==> config.mk <==
export PLATFORM = sky130hd
export DESIGN_NAME = servo_pwm_multi
export DESIGN_NICKNAME = d
export VERILOG_FILES = /design/src/rtl/servo_pkg.sv /design/src/rtl/servo_pwm_ch.sv /design/src/rtl/servo_pwm_multi.sv
export SDC_FILE = /design/constraint.sdc
export NUM_CORES = 1
export LEC_CHECK = 0
export BUFFER_PORTS_ARGS = -buffer_cell sky130_fd_sc_hd__buf_2
export CORE_MARGIN = 8
export CORE_UTILIZATION = 43
export DETAILED_ROUTE_END_ITERATION = 12
export PLACE_DENSITY = 0.7
export SLEW_MARGIN = 20
export SYNTH_ARGS = -nofsm -noshare
export SYNTH_HDL_FRONTEND = slang
export SYNTH_HIERARCHICAL = 1
export SYNTH_SLANG_ARGS = --single-unit
==> constraint.sdc <==
create_clock -name clock_clk -period 3.17 [get_ports clock_clk]
set_clock_uncertainty 0.2 [all_clocks]
set_input_delay 0.317 -clock clock_clk [delete_from_list [all_inputs] [get_ports clock_clk]]
set_output_delay 0.317 -clock clock_clk [all_outputs]
set_load 0.005 [all_outputs]
==> src/rtl/servo_pkg.sv <==
// Shared constants and arithmetic helpers for the multi-channel servo PWM block.
// Helpers work on a wide unsigned value type; callers size-cast in and out.
package servo_pkg;

   localparam int unsigned DEF_PERIOD_CYCLES = 32'd4000000;
   localparam int unsigned DEF_MIN_PULSE     = 32'd200000;
   localparam int unsigned DEF_MAX_PULSE     = 32'd400000;
   localparam int unsigned DEF_DEFAULT_PULSE = 32'd330000;
   localparam int unsigned DEF_STEP          = 32'd0;

   localparam int unsigned VAL_W = 32'd64;
   typedef logic [VAL_W-1:0] val_t;

   // Limit a requested pulse width to [lo, hi], unsigned compare.
   function automatic val_t clamp_pulse(input val_t value, input val_t lo, input val_t hi);
      val_t result;
      if (value < lo) begin
         result = lo;
      end else if (value > hi) begin
         result = hi;
      end else begin
         result = value;
      end
      return result;
   endfunction

   // Move cur toward tgt by at most step; step == 0 jumps straight to tgt.
   // Differences are formed only in the non-negative direction, so the
   // result never overshoots tgt and never wraps.
   function automatic val_t slew_step(input val_t cur, input val_t tgt, input val_t step);
      val_t result;
      if (step == {VAL_W{1'b0}}) begin
         result = tgt;
      end else if (tgt > cur) begin
         if ((tgt - cur) > step) begin
            result = cur + step;
         end else begin
            result = tgt;
         end
      end else begin
         if ((cur - tgt) > step) begin
            result = cur - step;
         end else begin
            result = tgt;
         end
      end
      return result;
   endfunction

endpackage

==> src/rtl/servo_pwm_ch.sv <==
// One servo PWM channel: holds the written target, the width in use for the
// current frame, the frame-sampled enable and the registered output.
module servo_pwm_ch
   import servo_pkg::*;
#(
   parameter int unsigned CNT_W         = 32,
   parameter int unsigned DEFAULT_PULSE = DEF_DEFAULT_PULSE,
   parameter int unsigned STEP          = DEF_STEP
) (
   input  logic             clock_clk,
   input  logic             reset_low,
   input  logic [CNT_W-1:0] count,
   input  logic             boundary,
   input  logic             wr_strobe,
   input  logic [CNT_W-1:0] wr_value,
   input  logic             enable,
   output logic             pwm
);

   logic [CNT_W-1:0] target_r;
   logic [CNT_W-1:0] active_r;
   logic             enable_q_r;
   logic             pwm_r;
   logic [CNT_W-1:0] target_eff_s;
   logic [CNT_W-1:0] next_active_s;

   // Effective target and slew-limited next active width; a same-cycle write wins.
   always_comb begin
      target_eff_s  = target_r;
      next_active_s = active_r;
      if (wr_strobe) begin
         target_eff_s = wr_value;
      end else begin
         target_eff_s = target_r;
      end
      next_active_s = CNT_W'(slew_step(VAL_W'(active_r), VAL_W'(target_eff_s), VAL_W'(STEP)));
   end

   // Channel state: target on write, active/enable only at the frame boundary, output compare.
   always_ff @(posedge clock_clk or negedge reset_low) begin
      if (!reset_low) begin
         target_r   <= CNT_W'(DEFAULT_PULSE);
         active_r   <= CNT_W'(DEFAULT_PULSE);
         enable_q_r <= 1'b0;
         pwm_r      <= 1'b0;
      end else begin
         if (wr_strobe) begin
            target_r <= wr_value;
         end
         if (boundary) begin
            active_r   <= next_active_s;
            enable_q_r <= enable;
         end
         pwm_r <= enable_q_r && (count < active_r);
      end
   end

   assign pwm = pwm_r;

endmodule

==> src/rtl/servo_pwm_multi.sv <==
// Multi-channel servo PWM generator: shared frame counter, write decode with
// clamping, out-of-range write error flag, frame start strobe and one
// servo_pwm_ch per channel.
module servo_pwm_multi
   import servo_pkg::*;
#(
   parameter int unsigned PERIOD_CYCLES = DEF_PERIOD_CYCLES,
   parameter int unsigned NUM_CH        = 4,
   parameter int unsigned CNT_W         = 32,
   parameter int unsigned MIN_PULSE     = DEF_MIN_PULSE,
   parameter int unsigned MAX_PULSE     = DEF_MAX_PULSE,
   parameter int unsigned DEFAULT_PULSE = DEF_DEFAULT_PULSE,
   parameter int unsigned STEP          = DEF_STEP,
   parameter int unsigned CH_W          = (NUM_CH > 1) ? $clog2(NUM_CH) : 1
) (
   input  logic              clock_clk,
   input  logic              reset_low,
   input  logic              wr_valid,
   output logic              wr_ready,
   input  logic [CH_W-1:0]   wr_ch,
   input  logic [CNT_W-1:0]  wr_pulse,
   output logic              wr_err,
   input  logic [NUM_CH-1:0] enable,
   output logic [NUM_CH-1:0] pwm_out,
   output logic              frame_start,
   output logic              high,
   output logic              gnd
);

   logic [CNT_W-1:0]  count_r;
   logic              wr_ready_r;
   logic              wr_err_r;
   logic              frame_start_r;
   logic              boundary_s;
   logic              wr_fire_s;
   logic              ch_ok_s;
   logic [CNT_W-1:0]  clamped_s;
   logic [NUM_CH-1:0] wr_strobe_s;

   // Frame boundary detect, write acceptance, channel decode and clamped write data.
   always_comb begin
      boundary_s  = (count_r == CNT_W'(PERIOD_CYCLES - 32'd1));
      wr_fire_s   = wr_valid && wr_ready_r;
      ch_ok_s     = (32'(wr_ch) < NUM_CH);
      clamped_s   = CNT_W'(clamp_pulse(VAL_W'(wr_pulse), VAL_W'(MIN_PULSE), VAL_W'(MAX_PULSE)));
      wr_strobe_s = {NUM_CH{1'b0}};
      for (int c = 0; c < int'(NUM_CH); c++) begin
         if (wr_fire_s && (32'(wr_ch) == 32'(c))) begin
            wr_strobe_s[c] = 1'b1;
         end else begin
            wr_strobe_s[c] = 1'b0;
         end
      end
   end

   // Frame counter, write-ready, write-error pulse and frame-start strobe.
   always_ff @(posedge clock_clk or negedge reset_low) begin
      if (!reset_low) begin
         count_r       <= {CNT_W{1'b0}};
         wr_ready_r    <= 1'b0;
         wr_err_r      <= 1'b0;
         frame_start_r <= 1'b0;
      end else begin
         if (boundary_s) begin
            count_r <= {CNT_W{1'b0}};
         end else begin
            count_r <= count_r + CNT_W'(1);
         end
         wr_ready_r    <= 1'b1;
         wr_err_r      <= wr_fire_s && !ch_ok_s;
         // Lines up with the first high output cycle, which follows count == 0.
         frame_start_r <= (count_r == {CNT_W{1'b0}});
      end
   end

   for (genvar g = 0; g < int'(NUM_CH); g++) begin : g_ch
      servo_pwm_ch #(
         .CNT_W         (CNT_W),
         .DEFAULT_PULSE (DEFAULT_PULSE),
         .STEP          (STEP)
      ) u_ch (
         .clock_clk (clock_clk),
         .reset_low (reset_low),
         .count     (count_r),
         .boundary  (boundary_s),
         .wr_strobe (wr_strobe_s[g]),
         .wr_value  (clamped_s),
         .enable    (enable[g]),
         .pwm       (pwm_out[g])
      );
   end

   assign wr_ready    = wr_ready_r;
   assign wr_err      = wr_err_r;
   assign frame_start = frame_start_r;
   assign high        = 1'b1;
   assign gnd         = 1'b0;

endmodule
==> results.md <==
Synthesis:
- Counting every instance in the synthesized netlist gives 1354.
- The synthesized netlist devotes 11.4% of its cell area to simple gates.
- The synthesis-stage register bit count is 298.
- Counting flops with an async set or reset pin after synthesis yields a share of 100%.
- The count of different cell masters after synthesis is 56.
- The xor/xnor share of the synthesized area is 1.49%.
- Among all flip-flop cells after synthesis, the most frequent one is dfrtp_1.
- The synthesized netlist devotes 9.86% of its cell area to compound gates.
- Of the total synthesized cell area, the portion taken by full adders, half adders and majority gates is 10.7%.
- The count of flip-flops with a built-in enable after synthesis is 0.
- A synthesized cell averages 10.9 um2.
- By area, the combinational part of the netlist is dominated by simple AND/OR/NAND/NOR gates.
- The proportion of synthesized chip area in sequential cells is 51.0%.
- The mapped netlist covers 14700 um2.
- Summed over its instances, the top area cell type makes up 43.8% of the synthesized netlist area.
- Sorting the synthesized cells by area gives the leading types as dfrtp_1 (44%), ha_1 (11%), mux2_2 (8.0%), dfstp_2 (7.1%), o21ai_0 (4.9%).
- For this run, the number of Yosys warnings is 6.
- The fraction of synthesized area in multiplexers is 10.4%.
- The largest area contributor in the netlist is dfrtp_1.

Drt:
- Before antenna repair, the detailed router went through 5 iterations.
- The via-per-instance ratio is 5.21.
- The detailed router finished its first iteration with 560 violations.
- The detailed-route DRC error count is 0.
- Once detail routing completed, the nets flagged for antenna violations numbered 0.
- Dividing the detail-routed wire length by the instance count gives 16.6 um.
- Summed over all layers, the routed wires come to 32300 um.
- The number of vias in the routed layout is 10100.

Die:
- In this run the count of I/O pins placed on the die edge is 50.
- In this run the standard cell core region covers 33600 um2.
- The width of the die is 201 um.
- Row generation in the floorplan step produced 67 rows.
- For this configuration, the core starts out at a cell density of 43.8%.
- In this run the vertical extent of the chip is 201 um.
- The die covers 40400 um2.

CTS:
- The post-cts sizing count is 0.
- Buffers inserted during clock tree synthesis total 31.
- The clock drives 298 sinks.
- Post-CTS timing repair inserted 0 buffers for setup.
- CTS placed an instance of clkbuf_16 at the clock tree root.
- The clock slew seen by the registers of the worst setup and hold paths is 0.06 ns.
- For the worst-skew pair, the clock arrives at the later sink with an insertion delay of 0.56 ns.
- The maximum clock path buffer count is 3.
- CTS built an H-tree with a depth of 1.
- TritonCTS built the clock tree.

Setup path:
- The required arrival time at the worst endpoint is 3.44 ns.
- STA classifies the critical path startpoint as a flip-flop.
- The arrival time of data at the critical path endpoint is 3.05 ns.
- The standard cell with the maximum stage delay on the critical path is dfrtp_1.
- In this run the worst path has a maximum fanout of 61.
- The sort of element at the end of the critical path is a flip-flop.
- The worst stage delay on the critical path is 0.52 ns.
- Walking the worst path, the cells encountered are nor4_1 -> nand3_1 -> nor4_4 -> buf_12 -> buf_4 -> nand2_1 -> o21ai_0.
- The critical path in this run is classified as reg -> reg.

Place:
- The worst slack after detailed placement is 0.276 ns.
- After detailed placement, the design holds a cell count of 1881.
- Input and output buffers added on the ports amount to 46.
- The placer's final routability congestion estimate is 0.845.
- The post-detailed-placement half-perimeter wirelength is 22600 um.

Global routing:
- The wire length of the first global-routing pass is 54200 um.
- The via count of the first global-routing pass is 10500.
- The pin count of the biggest net entering global routing is 80.
- The total overflow left after global routing is 0.
- The number of antenna violations at the first check in global routing came to 1.
- Global routing used 16.1% of the available tracks.

Finish:
- The top cell types in the final layout, fill and taps aside, are dfrtp_1 (258), nand2_1 (168), o21ai_0 (144).
- For this run, the share of the core covered by cells in the final layout is 50.5%.
- Compared with the post-synthesis result, the final layout area differs by 15.4%.
- The fill cell instance count of the final layout is 2971.
- The number of diodes added for antenna fixing is 0.
- Cells with a size suffix above 1 make up 19.5% of the layout.
- The library cell used most frequently in the layout, excluding fill and tap cells, is dfrtp_1.
- The final cell count without fillers is 1944.
- After the last flow step, the layout net total stands at 1638.

Power and ir drop:
- Power spread over the standard cell area amounts to 483 nW/um2.
- The net switching power is 1730 uW.
- The internal portion of the total power is 6480 uW.
- The switching share of power is 21.1%.
- The proportion of power drawn by flip-flops and latches is 48.9%.
- The clock network is responsible for 46.4% of the overall power.
- Summed over all cells, the static leakage comes to 0.00858 uW.
- VDD sags by at most 382 uV.
- The combinational share of power is 4.8%.

STA:
- The period utilization is 87.6%.
- Setup repair after global routing left no endpoint under its margin.
- At the pin with the least slew margin, the transition time is 1.10 ns.
- Setup violations remaining at the end of the flow were counted as 0.
- The final hold violation count is 0.
- In the final timing run, aggregate negative setup slack is 0 ns.
- The count of final max-slew check failures was 0.
- Headroom to the max-slew limit came out at 25.9%.
- Setup slack on the critical path of the routed design comes to 0.394 ns.
- For the finished layout, the period the worst path requires is 2.78 ns.
- Based on the critical path, the design can be clocked at up to 0.360 GHz.

Status:
- The flow ran to the end, and the final reports show no timing, DRC or antenna violations.

Hold path:
- The class of the most critical hold timing path is in -> reg.

Job:
- The total of max-cap violations is 0.
## path summary, 6_finish.rpt
path	from	to	slack (ns)	cells past startpoint
max	count_r[26]	g_ch[0].u_ch/active_r[28]	0.39	7
min	wr_pulse[11]	g_ch[2].u_ch/target_r[11]	0.06	3
max reg2reg	count_r[26]	g_ch[0].u_ch/active_r[28]	0.39	7
min reg2reg	g_ch[1].u_ch/target_r[12]	g_ch[1].u_ch/target_r[12]	0.28	1
max in group asynchronous	reset_low	g_ch[1].u_ch/target_r[18]	1.76	3
min in group asynchronous	reset_low	g_ch[2].u_ch/active_r[29]	0.12	2
## power by group through the flow
stage          sequential (uW)  combinational (uW)  clock [uW]
2_1_floorplan             4060                 222           0
3_3_place_gp              4070                 374           0
3_5_place_dp              4080                 393           0
4_1_cts                   4010                 400        3910
5_1_grt                   4030                 442        4050
6_report                  4010                 390        3810
## layer usage
metal | wire, um | vias to the layer above | GRT usage [%]
met5 | 0 | - | 0
met4 | 857 | 0 | 4.20
met3 | 1290 | 58 | 2.52
met2 | 15300 | 164 | 27.2
met1 | 14800 | 5040 | 21.2
li1 | - | 4863 | -
## critical path, delay by kind of cell (launching register included)
family | cells | cell delay [ns]
and+or+nand+nor | 4 | 1.27
DFF | 1 | 0.52
buffers and inverters | 2 | 0.57
AOI/OAI and AO/OA | 1 | 0.08
## area by class of cell
cell class,count,area (um2),share of cell area [%]
Tap cell,448,561,3.30
Sequential cell,298,7510,44.2
Timing Repair Buffer,83,631,3.71
Multi-Input combinational cell,920,6700,39.4
Inverter,137,514,3.03
Clock inverter,8,144,0.847
Clock buffer,50,937,5.52
## through the flow
| step | hold slack, ns | power (uW) | instance area (um2) |
|---|---|---|---|
| 2_1_floorplan | -0.179 | 4290 | 14900 |
| 3_3_place_gp | 0.147 | 4440 | 15900 |
| 3_5_place_dp | 0.144 | 4470 | 15900 |
| 4_1_cts | 0.0343 | 8320 | 17000 |
| 5_1_grt | 0.0774 | 8520 | 17000 |
| 6_report | 0.0608 | 8210 | 17000 |
## state kept, by name (all words and copies together), names as in the netlist
name and count:
g_ch.u_ch/active_r 128, g_ch.u_ch/target_r 128, count_r 32, g_ch.u_ch/enable_q_r 4, g_ch.u_ch/pwm 4, frame_start 1, wr_ready 1
## synth_stat cells (all sizes together), types with 10 or more instances
cell,number
nand2,168
nor4b,10
and4,20
clkbuf,27
a211o,12
nor4,11
o21ai,145
dfstp,40
nor2,37
a21oi,47
nand4,23
dfrtp,258
buf,26
xor2,16
mux2,136
nor3,12
ha,126
inv,137
nand3,18
## logic make-up (layout without fill, tap and decap cells)
group,count (synthesis),in the layout
buffers and inverters,190,278
multiplexers,136,136
XOR/XNOR,25,25
flip-flops,298,298
adder cells (fa/ha/maj),126,126
AO/OA/AOI/OAI,244,244
other,2,56
AND/OR/NAND/NOR,333,333
## repair_timing
action | in CTS | in global routing
setup endpoints to repair | 0 | 0
hold buffers | 5 | 0
endpoints found under the hold margin | 78 | 0
No activity file was read; power rests on OpenSTA's default activity.
